## config.mk

```make
export PLATFORM = sky130hd
export DESIGN_NAME = pcie_wr_seq
export DESIGN_NICKNAME = d
export VERILOG_FILES = /design/src/rtl/pcie_dma_pkg.sv /design/src/rtl/pcie_wr_seq.sv
export SDC_FILE = /design/constraint.sdc
export NUM_CORES = 1
export LEC_CHECK = 0
export CORE_AREA = 2 2 164 166
export DETAILED_ROUTE_END_ITERATION = 16
export DIE_AREA = 0 0 166 168
export GPL_TIMING_DRIVEN = 0
export MAX_ROUTING_LAYER = met4
export PLACE_DENSITY_LB_ADDON = 0.12
export SYNTH_ARGS = -nofsm -noshare
export SYNTH_HDL_FRONTEND = slang
export SYNTH_SLANG_ARGS = --single-unit
```

## constraint.sdc

```tcl
create_clock -name clk -period 5.3 [get_ports clk]
set_input_delay 0.795 -clock clk [delete_from_list [all_inputs] [get_ports clk]]
set_output_delay 0.795 -clock clk [all_outputs]
set_load 0.03 [all_outputs]
```

## src/rtl/pcie_dma_pkg.sv

```systemverilog
// Shared types and constants for the PCIe DMA AXIMM write path.
package pcie_dma_pkg;

    localparam int BEAT_BYTES = 16;
    localparam int RQ_ADDR_W  = 64;
    localparam int RQ_DATA_W  = 128;

    typedef enum logic [2:0] {
        IDLE,
        LOAD,
        ISSUE,
        CHK,
        DONE
    } WrSeqState;

endpackage

```

## src/rtl/pcie_wr_seq.sv

```systemverilog
// Write-request sequencer: splits one descriptor into 16-byte single-beat
// requests for the AXI write controller and tallies error completions.
module pcie_wr_seq
    import pcie_dma_pkg::*;
#(
    parameter int LEN_W       = 16,
    parameter bit STOP_ON_ERR = 1'b0
) (
    input  logic                 clk,
    input  logic                 rst_n,
    input  logic                 DescValid,
    input  logic [RQ_ADDR_W-1:0] DescAddr,
    input  logic [LEN_W-1:0]     DescLen,
    output logic                 DescReady,
    input  logic                 DinValid,
    input  logic [RQ_DATA_W-1:0] DinData,
    output logic                 DinReady,
    output logic                 RqValid,
    output logic [RQ_ADDR_W-1:0] RqAddr,
    output logic [RQ_DATA_W-1:0] RqData,
    input  logic                 RqReady,
    input  logic                 RqErr,
    output logic                 Busy,
    output logic                 Done,
    output logic                 Aborted,
    output logic [LEN_W-1:0]     ErrCnt
);

    WrSeqState state, state_nxt;

    logic [RQ_ADDR_W-1:0] addr_q;
    logic [RQ_DATA_W-1:0] data_q;
    logic [LEN_W-1:0]     remain_q;
    logic [LEN_W-1:0]     err_cnt_q;
    logic                 aborted_q;
    logic                 last_beat;
    logic                 stop_now;

    // Exit test looks at the count before the decrement so Remain never wraps.
    assign last_beat = (remain_q == LEN_W'(1));
    assign stop_now  = STOP_ON_ERR && RqErr;

    always_ff @(posedge clk or negedge rst_n) begin
        if (!rst_n) begin
            state <= IDLE;
        end else begin
            // NOTE: sequential state is updated with non-blocking assignments only.
            state <= state_nxt;
        end
    end

    always_comb begin
        // NOTE: default-first assignment keeps this block free of inferred latches.
        state_nxt = state;
        case (state)
            IDLE:    if (DescValid) state_nxt = (DescLen == '0) ? DONE : LOAD;
            LOAD:    if (DinValid)  state_nxt = ISSUE;
            ISSUE:   if (RqReady)   state_nxt = CHK;
            CHK:     state_nxt = (last_beat || stop_now) ? DONE : LOAD;
            DONE:    state_nxt = IDLE;
            default: state_nxt = IDLE;
        endcase
    end

    // Handshake outputs decode straight from the state register, so RqValid
    // drops asynchronously with reset and is guaranteed low during CHK.
    always_comb begin
        DescReady = 1'b0;
        DinReady  = 1'b0;
        RqValid   = 1'b0;
        Done      = 1'b0;
        Busy      = (state != IDLE);
        case (state)
            IDLE:    DescReady = 1'b1;
            LOAD:    DinReady  = 1'b1;
            ISSUE:   RqValid   = 1'b1;
            DONE:    Done      = 1'b1;
            default: ;
        endcase
    end

    always_ff @(posedge clk or negedge rst_n) begin
        if (!rst_n) begin
            addr_q    <= '0;
            data_q    <= '0;
            remain_q  <= '0;
            err_cnt_q <= '0;
            aborted_q <= 1'b0;
        end else begin
            case (state)
                IDLE: begin
                    if (DescValid) begin
                        addr_q    <= {DescAddr[RQ_ADDR_W-1:4], 4'h0};
                        remain_q  <= DescLen;
                        err_cnt_q <= '0;
                        aborted_q <= 1'b0;
                    end
                end
                LOAD: begin
                    if (DinValid) data_q <= DinData;
                end
                CHK: begin
                    addr_q   <= addr_q + RQ_ADDR_W'(BEAT_BYTES);
                    remain_q <= remain_q - LEN_W'(1);
                    if (RqErr && (err_cnt_q != '1)) err_cnt_q <= err_cnt_q + LEN_W'(1);
                    // An error on the final beat is a normal finish, not an abort.
                    if (stop_now && !last_beat) aborted_q <= 1'b1;
                end
                default: ;
            endcase
        end
    end

    assign RqAddr  = addr_q;
    assign RqData  = data_q;
    assign ErrCnt  = err_cnt_q;
    assign Aborted = aborted_q;

endmodule

```

==> results of run 1 <==
-- sequential cells by signal (all words and copies together) (netlist names) --
register and count:
ErrCnt 16, RqAddr 60, RqData 128, remain_q 16
state 3
-- worst max-delay path, delay by kind of cell, from the launching register on --
| family | cells | cell delay (ps) |
|---|---|---|
| flip-flops | 1 | 400 |
| AND/OR/NAND/NOR | 1 | 440 |
| buffers and inverters | 3 | 1050 |
-- cell usage in the layout, fill, tap and decap left out, types with 13 or more instances in the layout --
cell,count
a21oi_1,35
a22oi_1,16
a31oi_1,13
and3_1,20
buf_2,13
buf_4,15
clkbuf_1,33
clkbuf_16,27
clkdlybuf4s50_1,417
dfrtp_1,223
mux2_2,130
nand2_1,75
nand3_1,62
nand4_1,31
nor2_1,42
nor3_1,17
nor4_1,17
o211ai_1,30
o21ai_0,38
o311ai_0,16
or4_1,22
-- routing by layer --
layer	wire, um	share of wire [%]	vias up
met1	15600	40	4944
met5	0	0	-
met4	1280	3.3	0
li1	-	-	4638
met3	2850	7.4	88
met2	19000	49	484
-- power breakdown --
part / switching, mW / internal, mW / total (mW)
clock network: 0.704 / 0.994 / 1.70
registers: 0.709 / 2.50 / 3.21
logic: 3.13 / 2.39 / 5.53
total: 4.55 / 5.89 / 10.4
-- through the flow --
step	hold slack (ps)	instance area, sq um	setup TNS, ps	total power, mW	utilization (%)
6_report	296	16500	0	10.4	62.5
5_1_grt	388	16500	0	10.9	62.5
4_1_cts	361	16400	0	10.5	62.4
3_5_place_dp	494	15700	0	8.77	59.4
3_3_place_gp	488	15600	-1451220	8.67	59.3
2_1_floorplan	499	11000	0	6.30	-
-- final timing paths --
path | from | end | slack, ps | cells past startpoint
worst max-delay path | state[1]$_DFFE_PN0P_ | DescReady | 2080 | 4
worst min-delay path | rst_n | RqData[18]$_DFFE_PN0P_ | 300 | 1
worst max register to register | state[1]$_DFFE_PN0P_ | RqAddr[27]$_DFFE_PN0P_ | 2640 | 6
worst min register to register | RqData[110]$_DFFE_PN0P_ | RqData[110]$_DFFE_PN0P_ | 500 | 1
max in group asynchronous | rst_n | RqAddr[26]$_DFFE_PN0P_ | 3890 | 2
min in group clk | RqData[110]$_DFFE_PN0P_ | RqData[110]$_DFFE_PN0P_ | 500 | 1
-- cell type report --
cell class / instances / area (sq um) / area share [%]
inverter: 7 / 26.3 / 0.160
multi-input combinational: 687 / 4990 / 30.3
tap: 341 / 427 / 2.59
antenna: 3 / 7.51 / 0.0456
buffer: 68 / 412 / 2.50
sequential: 223 / 5580 / 33.9
clock buffer: 40 / 774 / 4.71
clock inverter: 4 / 20.0 / 0.122
timing repair buffer: 419 / 4220 / 25.6
-- logic make-up (layout without fill, tap and decap cells) --
logic type	after synthesis	count (layout)	share of synthesized area [%]
DFF	223	223	50.8
adders and majority gates	4	4	0.455
xor gates and xnor gates	6	6	0.478
AOI/OAI and AO/OA	190	190	12.0
muxes	133	133	13.6
and+or+nand+nor	349	349	18.7
other	1	8	0.0341
buffers and inverters	75	538	3.98
==> flow_summary.json, run 1 <==
{
  "clkLatencyLatePin_ps": 530,
  "min_path_type": "in -> async",
  "synthTopCellsByArea": "dfrtp_1 (51%), mux2_2 (13%), nand3_1 (2.8%)",
  "peakVddDrop_uv": 390,
  "core-area_sq_mm": 0.0264,
  "dieWidth_um": 166,
  "post_cts_buffers": 0,
  "grt_pass1_wl_mm": 58.3,
  "route.detailed.drc": 0,
  "yosysTopAreaCellShare_pct": 50.8,
  "drtIter0Drc": 863,
  "crit_path_start_kind": "flop",
  "grt_max_degree": 119,
  "grt_use_met2_pct": 45.5,
  "dpl.cell_count": 1745,
  "initial_core_util_pct": 41.7,
  "setup.worst_path.end_class": "output pin",
  "skew_ps": 9.58,
  "cts_max_level": 1,
  "period_share_pct": 60.7,
  "drive_above_1_share_pct": 16.6,
  "synth.largest_area_cell": "dfrtp_1",
  "async_flop_share_pct": 100,
  "ys_ff_latch": 223,
  "syn_area_sq_mm": 0.0110,
  "crit_path_cell_trace": "buf_2 -> or3_1 -> inv_1 -> clkdlybuf4s50_1",
  "grt_pass1_vias": 9802,
  "met3_usage_pct": 6.18,
  "row_count": 60,
  "dieArea_sq_mm": 0.0279,
  "hold_violations": 0,
  "grt-busiest-layer": "met2",
  "synth_common_cells": "dfrtp_1 (223), mux2_2 (130), nand2_1 (75), nand3_1 (62), nor2_1 (42)",
  "slowest_delay_ps": 720,
  "cts_resized": 0,
  "preCtsSetupSlack_ps": 1900,
  "relSlewSlack_pct": 40.9,
  "antenna_found_initial": 3,
  "clock_sinks": 223,
  "wirelength_mm": 38.7,
  "wire_per_inst_um": 21.6,
  "clockBufferDepth": 3,
  "hpwl_mm": 28.5,
  "p_leak_nw": 6.58,
  "cts_buffers": 26,
  "final_nets": 1650,
  "cpMaxStageDelayCell": "clkdlybuf4s50_1",
  "worst_pin_slew_ps": 887,
  "fmax_mhz": 311,
  "gr-total-overflow": 0,
  "avgSynthCellArea_sq_um": 11.2,
  "clk_pin_slew_ps": 60,
  "setup_viol": 0,
  "viasPerCell": 5.67,
  "ys_types": 73,
  "drv_cap": 0,
  "vias": 10154,
  "yosysSeqAreaShare_pct": 50.8,
  "io_pins": 428,
  "setup_slack_ps": 2080,
  "drv_slew": 0,
  "area_delta_synth_final_pct": 49.7,
  "grt_util_met1_pct": 33.2,
  "yosys_warnings": 0,
  "final_cells": 1792,
  "required_ps": 4510,
  "finalCriticalPeriod_ps": 3220,
  "nFillCells": 2148,
  "synth-main-ff-cell": "dfrtp_1",
  "numPortBuffers": 418,
  "status": "completed",
  "syn_inst": 981,
  "cts-root-buf": "clkbuf_16",
  "worst-setup-path-type": "reg -> out",
  "globalplace.congestion": 0.931,
  "cts_tree": "built",
  "cp.arrival_ps": 2420,
  "die_h_um": 168,
  "grt.total_usage_pct": 27.5,
  "rsz0062_at_grt": "no",
  "drt_pre_antenna_iters": 5,
  "hold_buffers": 0,
  "synth_most_common_cell": "dfrtp_1",
  "drt.antenna.violating_nets": 0,
  "p_per_area_mw_per_mm2": 634,
  "path_max_fanout": 10,
  "synth-edff-count": 0
}
Power figures use the tool's default switching activity.
==> inputs of run 2 (changes only) <==
--- a/config.mk
+++ b/config.mk
@@ -5,9 +5,8 @@
 export SDC_FILE = /design/constraint.sdc
 export NUM_CORES = 1
 export LEC_CHECK = 0
-export CORE_AREA = 2 2 164 166
+export CORE_UTILIZATION = 40
 export DETAILED_ROUTE_END_ITERATION = 16
-export DIE_AREA = 0 0 166 168
 export GPL_TIMING_DRIVEN = 0
 export MAX_ROUTING_LAYER = met4
 export PLACE_DENSITY_LB_ADDON = 0.12
==> constraint.sdc (replaced) <==
create_clock -name clk -period 2.7 [get_ports clk]
set_input_delay 0.405 -clock clk [delete_from_list [all_inputs] [get_ports clk]]
set_output_delay 0.405 -clock clk [all_outputs]
set_load 0.03 [all_outputs]
==> run 2 against run 1 <==
Clock power increased by 120%. Routed wire length increased by 0.31%. Die area increased by 0.96%. Cell area increased by 0.97%. Via count decreased by 0.28%. Cell count increased by 0.61%. Sequential power increased by 97%. Critical endpoint is now Busy. Non-clock buffer count increased by 2. Clock skew increased by 14 ps. Total power increased by 100%. Highest routed layer unchanged. Flip-flop and latch count unchanged.
==> flow_summary.json, run 2 (same netlist as run 1, synthesis figures left out) <==
{
  "met1_length_mm": 15.4,
  "clockBufferDepth": 3,
  "vias": 10126,
  "grt_pass1_wl_mm": 58.9,
  "clk_pin_slew_ps": 60,
  "seq_power_share_pct": 30.2,
  "whs_ps": 389,
  "routed.top_layer": "met4",
  "hpwl_mm": 28.4,
  "p_sw_share_pct": 43.3,
  "antenna_found_initial": 6,
  "critPathTopFamily": "buffers and inverters",
  "dieArea_sq_mm": 0.0282,
  "combPwrFrac_pct": 51.8,
  "core-area_sq_mm": 0.0270,
  "cts_buffers": 27,
  "fmax_mhz": 386,
  "period_share_pct": 95.9,
  "p_per_area_mw_per_mm2": 1260,
  "grt.total_usage_pct": 28.0,
  "crit_path_cell_trace": "buf_2 -> or3_1 -> clkdlybuf4s50_1",
  "area_delta_synth_final_pct": 51.1,
  "globalplace.congestion": 0.916,
  "setup.worst_path.end_class": "output pin",
  "dr_wl_met3_mm": 3.30,
  "wire_per_inst_um": 21.6,
  "numPortBuffers": 418,
  "route.met2.wl_mm": 19.5,
  "cts-root-buf": "clkbuf_16",
  "drt.antenna.violating_nets": 0,
  "cp.depth": 3,
  "post_dp_cell_area_sq_mm": 0.0157,
  "drv_slew": 0,
  "layout_commonest_cell": "clkdlybuf4s50_1",
  "drt_pre_antenna_iters": 6,
  "r2r_cells": 6,
  "status": "completed",
  "finalCriticalPeriod_ps": 2590,
  "initial_core_util_pct": 40.8,
  "dpl.cell_count": 1746,
  "p_leak_nw": 6.66,
  "intPower_mw": 11.8,
  "drv_cap": 0,
  "skew_ps": 23.8,
  "largest_register_ffs": 128,
  "grt_pass1_vias": 9714,
  "crit_path_start_kind": "flop",
  "p_switching_mw": 9.03,
  "cts_max_level": 1,
  "crit_path_start": "state[1]$_DFFE_PN0P_",
  "dieWidth_um": 168,
  "relSlewSlack_pct": 42.1,
  "worst_pin_slew_ps": 869,
  "cpMaxStageDelayCell": "clkdlybuf4s50_1",
  "clkLatencyLatePin_ps": 550,
  "design_area_sq_mm": 0.0166,
  "path_max_fanout": 10,
  "gr-total-overflow": 0,
  "viasPerCell": 5.62,
  "layout_common_cells": "clkdlybuf4s50_1 (415), dfrtp_1 (223), mux2_2 (130), nand2_1 (75), nand3_1 (62)",
  "required_ps": 2300,
  "wirelength_mm": 38.9,
  "route.detailed.drc": 0,
  "post_cts_buffers": 0,
  "worst-setup-path-type": "reg -> out",
  "peakVddDrop_uv": 648,
  "grt_max_degree": 90,
  "drtIter0Drc": 763,
  "cts_tree": "built",
  "die_h_um": 168,
  "final_nets": 1653,
  "r2r-start": "state[1]$_DFFE_PN0P_",
  "clkPwrFrac_pct": 17.9,
  "drive_above_1_share_pct": 17.4,
  "clock_sinks": 223,
  "rsz0062_at_grt": "no",
  "cp.arrival_ps": 2180,
  "row_count": 60,
  "setup_viol": 0,
  "final_cells": 1803,
  "slowest_delay_ps": 630,
  "io_pins": 428,
  "cp_num_buf_inv": 2,
  "min_path_type": "in -> async",
  "hold_violations": 0
}
run 2: cell types whose count changed in the layout (fill, tap and decap cells not counted), sizes merged:
cell | previous run | this run
clkinvlp | 0 | 2
dlygate4sd3 | 0 | 1
clkinv | 4 | 8
clkbuf | 66 | 61
inv | 7 | 9
buf | 44 | 45
diode | 3 | 6
clkdlybuf4s50 | 417 | 415
bufinv | 0 | 3
dlygate4sd2 | 0 | 2
run 2: layout make-up:
type,instances,area (sq um)
antenna,6,15.0
buffer,68,414
clock buffer,35,746
clock inverter,15,163
fill,2198,10300
inverter,7,26.3
multi-input combinational,687,4990
sequential,223,5580
tap,341,427
timing repair buffer,421,4250
run 2: stage by stage:
stage          util [%]  TNS (ps)  setup slack (ps)  total power, mW
2_1_floorplan         -         0               221             12.4
3_3_place_gp       58.0  -1976960             -8850             17.0
3_5_place_dp       58.2     -9360              -271             17.2
4_1_cts            61.6         0              6.39             21.0
5_1_grt            61.6         0              1.82             21.9
6_report           61.6         0               110             20.9
run 2: final timing paths:
| kind | slack, ps | end |
|---|---|---|
| setup / recovery | 110 | Busy |
| hold / removal | 390 | RqData[49]$_DFFE_PN0P_ |
| setup reg to reg | 180 | ErrCnt[11]$_DFFE_PN0P_ |
| hold reg to reg | 500 | RqData[102]$_DFFE_PN0P_ |
| max in group asynchronous | 1450 | RqData[126]$_DFFE_PN0P_ |
| min in group clk | 440 | RqAddr[26]$_DFFE_PN0P_ |
run 2: per-layer routing:
metal	track usage, %	up-vias
met2	46.8	456
met1	34.1	4953
li1	-	4656
met3	6.09	61
met5	-	-
met4	7.78	0
run 2: power by group through the flow:
stage	combinational, mW	clock [mW]	sequential (mW)
2_1_floorplan	3.45	0	8.92
3_3_place_gp	10.7	0	6.26
5_1_grt	11.4	3.95	6.54
4_1_cts	10.9	3.80	6.27
3_5_place_dp	10.9	0	6.32
6_report	10.8	3.74	6.31
run 2: what timing repair did:
item	in CTS	in global routing
hold endpoints to repair	63	0
setup endpoints to repair	2	29
hold buffers	1	0
resized for setup	2	4
